File: config.mk
export PLATFORM = sky130hd
export DESIGN_NAME = ir_key_ctrl
export DESIGN_NICKNAME = d
export VERILOG_FILES = /design/src/rtl/ir_pkg.sv /design/src/rtl/capture_handshake.sv /design/src/rtl/ir_key_ctrl.sv
export SDC_FILE = /design/constraint.sdc
export NUM_CORES = 1
export LEC_CHECK = 0
export ABC_AREA = 1
export BUFFER_PORTS_ARGS = -buffer_cell sky130_fd_sc_hd__buf_4
export CAP_MARGIN = 20
export CORE_MARGIN = 3
export CORE_UTILIZATION = 45
export DETAILED_ROUTE_END_ITERATION = 8
export SYNTH_ARGS = -nofsm -noshare
export SYNTH_HDL_FRONTEND = slang
export SYNTH_HIERARCHICAL = 1
export SYNTH_SLANG_ARGS = --single-unit
File: constraint.sdc
create_clock -name clk -period 2.5 [get_ports clk]
set_clock_uncertainty 0.2 [all_clocks]
set_input_delay 0.125 -clock clk [delete_from_list [all_inputs] [get_ports clk]]
set_output_delay 0.125 -clock clk [all_outputs]
set_load 0.1 [all_outputs]
File: src/rtl/ir_pkg.sv
// Shared key map, capture FSM encoding and brightness helpers for the IR key controller.
package ir_pkg;

  localparam logic [7:0] KEY_BRIGHT_UP  = 8'h1A;
  localparam logic [7:0] KEY_BRIGHT_DN  = 8'h1E;
  localparam logic [7:0] KEY_MODE       = 8'h12;
  localparam logic [7:0] KEY_FREEZE     = 8'h16;
  localparam logic [7:0] KEY_CAPTURE    = 8'h0F;
  localparam logic [7:0] KEY_DEFAULTS   = 8'h00;

  localparam logic [7:0] BRIGHT_DEFAULT = 8'd128;
  localparam logic [1:0] MODE_LAST      = 2'd2;

  typedef enum logic [1:0] {
    C_IDLE     = 2'd0,
    C_REQ      = 2'd1,
    C_WAIT_LOW = 2'd2
  } cap_state_t;

  function automatic logic [7:0] sat_add(input logic [7:0] a, input logic [8:0] step);
    logic [9:0] sum;
    sum = {2'b00, a} + {1'b0, step};
    return (sum > 10'd255) ? 8'd255 : sum[7:0];
  endfunction

  function automatic logic [7:0] sat_sub(input logic [7:0] a, input logic [8:0] step);
    logic [8:0] diff;
    diff = {1'b0, a} - step;
    return ({1'b0, a} < step) ? 8'd0 : diff[7:0];
  endfunction

endpackage

File: src/rtl/capture_handshake.sv
// Four-phase capture request: req rises on start, drops on ack, and the FSM waits for ack low.
// req is a registered level; start is ignored unless idle (busy tells the caller).
module capture_handshake
  import ir_pkg::*;
(
  input  logic clk,
  input  logic rst_n,
  input  logic start,
  input  logic ack,
  output logic req,
  output logic busy
);

  cap_state_t state, state_nxt;

  always_ff @(posedge clk or negedge rst_n) begin
    if (!rst_n) begin
      state <= C_IDLE;
      req   <= 1'b0;
    end else begin
      state <= state_nxt;
      req   <= (state_nxt == C_REQ);
    end
  end

  always_comb begin
    state_nxt = state;
    case (state)
      C_IDLE:     if (start) state_nxt = C_REQ;
      C_REQ:      if (ack)   state_nxt = C_WAIT_LOW;
      C_WAIT_LOW: if (!ack)  state_nxt = C_IDLE;
      default:    state_nxt = C_IDLE;
    endcase
  end

  assign busy = (state != C_IDLE);

endmodule

File: src/rtl/ir_key_ctrl.sv
// IR remote key decoder to display settings: 1-cycle latency from key_valid to update/pulse.
// No backpressure; a repeated key within the lockout window is silently ignored.
module ir_key_ctrl
  import ir_pkg::*;
#(
  parameter int unsigned LOCKOUT_CYCLES = 10_000_000,
  parameter int unsigned BRIGHT_STEP    = 8
) (
  input  logic       clk,
  input  logic       rst_n,
  input  logic       key_valid,
  input  logic [7:0] key_code,
  input  logic       capture_ack,
  output logic [7:0] brightness,
  output logic [1:0] mode,
  output logic       freeze,
  output logic       capture_req,
  output logic       cmd_done,
  output logic       cmd_drop
);

  localparam logic [23:0] LOCKOUT_LOAD = 24'(LOCKOUT_CYCLES);
  localparam logic [8:0]  STEP         = 9'(BRIGHT_STEP);

  logic [23:0] lockout_cnt;
  logic [7:0]  last_key;
  logic        accept;
  logic        cap_busy;
  logic        cap_start;
  logic [7:0]  bright_nxt;
  logic [1:0]  mode_nxt;
  logic        freeze_nxt;
  logic        done_nxt;
  logic        drop_nxt;

  // Held keys reload the lockout on every repeat, so they never retrigger.
  assign accept = key_valid && ((lockout_cnt == 24'd0) || (key_code != last_key));

  always_comb begin
    bright_nxt = brightness;
    mode_nxt   = mode;
    freeze_nxt = freeze;
    done_nxt   = 1'b0;
    drop_nxt   = 1'b0;
    cap_start  = 1'b0;
    if (accept) begin
      done_nxt = 1'b1;
      case (key_code)
        KEY_BRIGHT_UP: bright_nxt = sat_add(brightness, STEP);
        KEY_BRIGHT_DN: bright_nxt = sat_sub(brightness, STEP);
        KEY_MODE:      mode_nxt   = (mode >= MODE_LAST) ? 2'd0 : mode + 2'd1;
        KEY_FREEZE:    freeze_nxt = !freeze;
        KEY_DEFAULTS: begin
          bright_nxt = BRIGHT_DEFAULT;
          mode_nxt   = 2'd0;
          freeze_nxt = 1'b0;
        end
        KEY_CAPTURE: begin
          if (cap_busy) begin
            done_nxt = 1'b0;
            drop_nxt = 1'b1;
          end else begin
            cap_start = 1'b1;
          end
        end
        default: begin
          done_nxt = 1'b0;
          drop_nxt = 1'b1;
        end
      endcase
    end
  end

  always_ff @(posedge clk or negedge rst_n) begin
    if (!rst_n) begin
      lockout_cnt <= 24'd0;
      last_key    <= 8'h00;
      brightness  <= BRIGHT_DEFAULT;
      mode        <= 2'd0;
      freeze      <= 1'b0;
      cmd_done    <= 1'b0;
      cmd_drop    <= 1'b0;
    end else begin
      if (key_valid) begin
        lockout_cnt <= LOCKOUT_LOAD;
        last_key    <= key_code;
      end else if (lockout_cnt != 24'd0) begin
        lockout_cnt <= lockout_cnt - 24'd1;
      end
      brightness <= bright_nxt;
      mode       <= mode_nxt;
      freeze     <= freeze_nxt;
      cmd_done   <= done_nxt;
      cmd_drop   <= drop_nxt;
    end
  end

  capture_handshake u_capture (
    .clk   (clk),
    .rst_n (rst_n),
    .start (cap_start),
    .ack   (capture_ack),
    .req   (capture_req),
    .busy  (cap_busy)
  );

endmodule

==> metrics.cfg <==
[power]
p_leak_nw = 1.62
ir_drop_uv = 306
p_total_mw = 1.88
powerDensity_mw_per_mm2 = 554

[die]
fp.dieH_um = 86.2
io_pins = 26
die_area_mm2 = 0.00743
start_util = 0.478
die_width_um = 86.2
num_rows = 28
core-area_mm2 = 0.00606

[drt]
drcViolationCount = 0
drt_wl_total_um = 6300
drtIter0Drc = 122
ant_nets = 0
viasPerCell = 4.88
dr.pass1.iters = 4
post_drt_wl_per_cell_um = 12.3
via_count = 2506

[critical_path]
critPathLaunch = lockout_cnt[0]
crit_path_max_fanout = 10
cp-end-kind = flop
rr_startpoint = lockout_cnt[0]
path_class = reg -> reg
reg2reg_depth = 11
crit_arrival_ps = 1990
worstSetupStartpointType = flop
cp.required_ps = 2500

[logic_synthesis]
synth_commonest_cells = nand2_1, nor2_1, inv_1
synth-compound-area-share = 0.0873
synthCells = 398
synth_largest_area_cell = dfrtp_1
synth_top_family_by_area = simple AND/OR/NAND/NOR gates
ys.flop_type = dfrtp_1
synthAdderAreaFrac = 0.0216
syn-cell-area_mm2 = 0.00290
yosysSeqAreaShare = 0.398
synth_top_area_share = 0.389
synth_edf_count = 0
async_reset_ff_frac = 1.00
yosys.area_share.xor_xnor = 0.0424
synth_most_common_cell = nand2_1
synthMuxAreaShare = 0
synthDistinctLibCells = 36
synth_fp_nets = 415
ys_warn_count = 6
synth-simple-area-share = 0.366
synthTopCellsByArea = dfrtp_1, nand2_1, nor2_1, inv_1, o21ai_0
ys_ff_latch = 46
syn_avg_cell_area_um2 = 7.27

[clocking]
clk-insertion-delay-late_ps = 310
cts_hold_buffers = 13
cts_tree = done
root_buffer = clkbuf_8
cts_sinks = 46
cts_made_buffers = 5
htreeDepth = 2
clk_pin_slew_worst_paths_ps = 100
clk_path_buf_depth = 2
cts_setup_buffers = 0
post_cts_resize_count = 0

[grt]
grt_max_degree = 47
grt_overflow_total = 0
grt_pass1_vias = 2429
grt_pass1_wl_um = 11100
grtUsageTotal = 0.185
antenna_found_initial = 0

[placed_design]
io_buffers = 25
place_congestion = 0.874
place_inst = 492
dp_hpwl_um = 4610
dpl_cell_area_mm2 = 0.00315

[final_layout]
n_fill_cell = 585
nNetsFinal = 454
antenna_cells = 0
stdcell_area_mm2 = 0.00339
final_cells = 513
drive_gt1_frac = 0.164
syn_to_final_growth_pct = 17.2

[timing]
setup_viol = 0
tightest_slew_ps = 590
setup-tns-final_ps = 0
max_slew_margin = 0.607
fin_crit_sh = 0.796
hold_ws_ps = 168
rsz0062_at_grt = false
finalHoldViolations = 0
slew_violations = 0
clock.fmax_mhz = 503
period_minus_slack_ps = 1990

[job]
max_cap_violations = 0

[outcome]
status = finished clean

[hold_path]
hp-class = in -> async

==> registers in the layout, indices dropped and copies added (netlist names) <==
register,flops
u_capture/req,1
cmd_done,1
u_capture/state,2
last_key,8
cmd_drop,1
mode,2
lockout_cnt,24
freeze,1
brightness,6
==> path summary, 6_finish.rpt <==
check	to	slack (ps)
worst min register to register	lockout_cnt[0]	290
worst min-delay path	last_key[4]	170
worst max register to register	brightness[5]	510
worst max-delay path	brightness[5]	510
max in group asynchronous	brightness[3]	1500
min in group clk	lockout_cnt[0]	290
==> logic make-up after synthesis <==
| family | after synthesis |
|---|---|
| buf+inv | 63 |
| fa+ha+maj | 5 |
| flops | 46 |
| simple gates | 222 |
| compound gates | 48 |
| xor+xnor | 14 |
==> per-stage QoR <==
| step | utilization | worst slack, ps |
|---|---|---|
| floorplan | - | 111 |
| global placement | 0.520 | 537 |
| detailed placement | 0.520 | 514 |
| CTS | 0.560 | 496 |
| global route | 0.560 | 284 |
| finish | 0.560 | 510 |
==> final cells by class <==
type | instances | area, µm² | area share
Multi-Input combinational cell | 289 | 1500 | 0.441
Sequential cell | 46 | 1150 | 0.340
Timing Repair Buffer | 39 | 325 | 0.0958
Inverter | 56 | 210 | 0.0619
Tap cell | 75 | 93.8 | 0.0276
Clock buffer | 5 | 68.8 | 0.0203
Clock inverter | 3 | 45.0 | 0.0133
==> report_power, final <==
part	leakage (nW)	total (mW)	internal, mW	switching, mW
combinational	1.01	0.458	0.141	0.317
clock	0.0504	0.576	0.298	0.279
sequential	0.567	0.848	0.795	0.0532
total	1.62	1.88	1.23	0.649
==> routing by layer <==
metal | track usage | up-vias | routed length (µm)
met4 | 0.0453 | 0 | 48
met2 | 0.289 | 47 | 2730
met3 | 0.0342 | 7 | 224
li1 | - | 1323 | -
met1 | 0.267 | 1129 | 3290
met5 | 0 | - | 0
==> worst max-delay path, cell delays in order (launching register included) <==
cell     delay, ps
dfrtp_1        390
inv_1          120
ha_1           200
nand3_1        100
nor2_2         160
nand3_4        170
nand3_2        120
nand2_4        100
nor2_8         160
inv_2           70
nand2_1         50
nand2_1         50
==> cells in the final DEF (no fill, tap or decap), types with 3 or more instances in the layout <==
master | netlist | final
dfrtp_1 | 45 | 44
nor3_2 | 3 | 3
buf_4 | 2 | 26
o21ai_0 | 25 | 25
nor2_4 | 3 | 3
ha_1 | 5 | 5
inv_2 | 3 | 3
nor2_1 | 57 | 57
o21ai_1 | 3 | 3
nand3_2 | 4 | 4
nor3_1 | 10 | 10
nand4_1 | 5 | 5
xnor2_1 | 7 | 7
clkbuf_8 | 0 | 5
xor2_1 | 7 | 7
inv_1 | 53 | 53
nor2_2 | 11 | 11
nand3_1 | 23 | 23
nand2_1 | 93 | 93
a21oi_1 | 15 | 15
dlygate4sd3_1 | 0 | 13
nand2_2 | 4 | 4
Note: power is estimated with default switching activity, not from simulation.
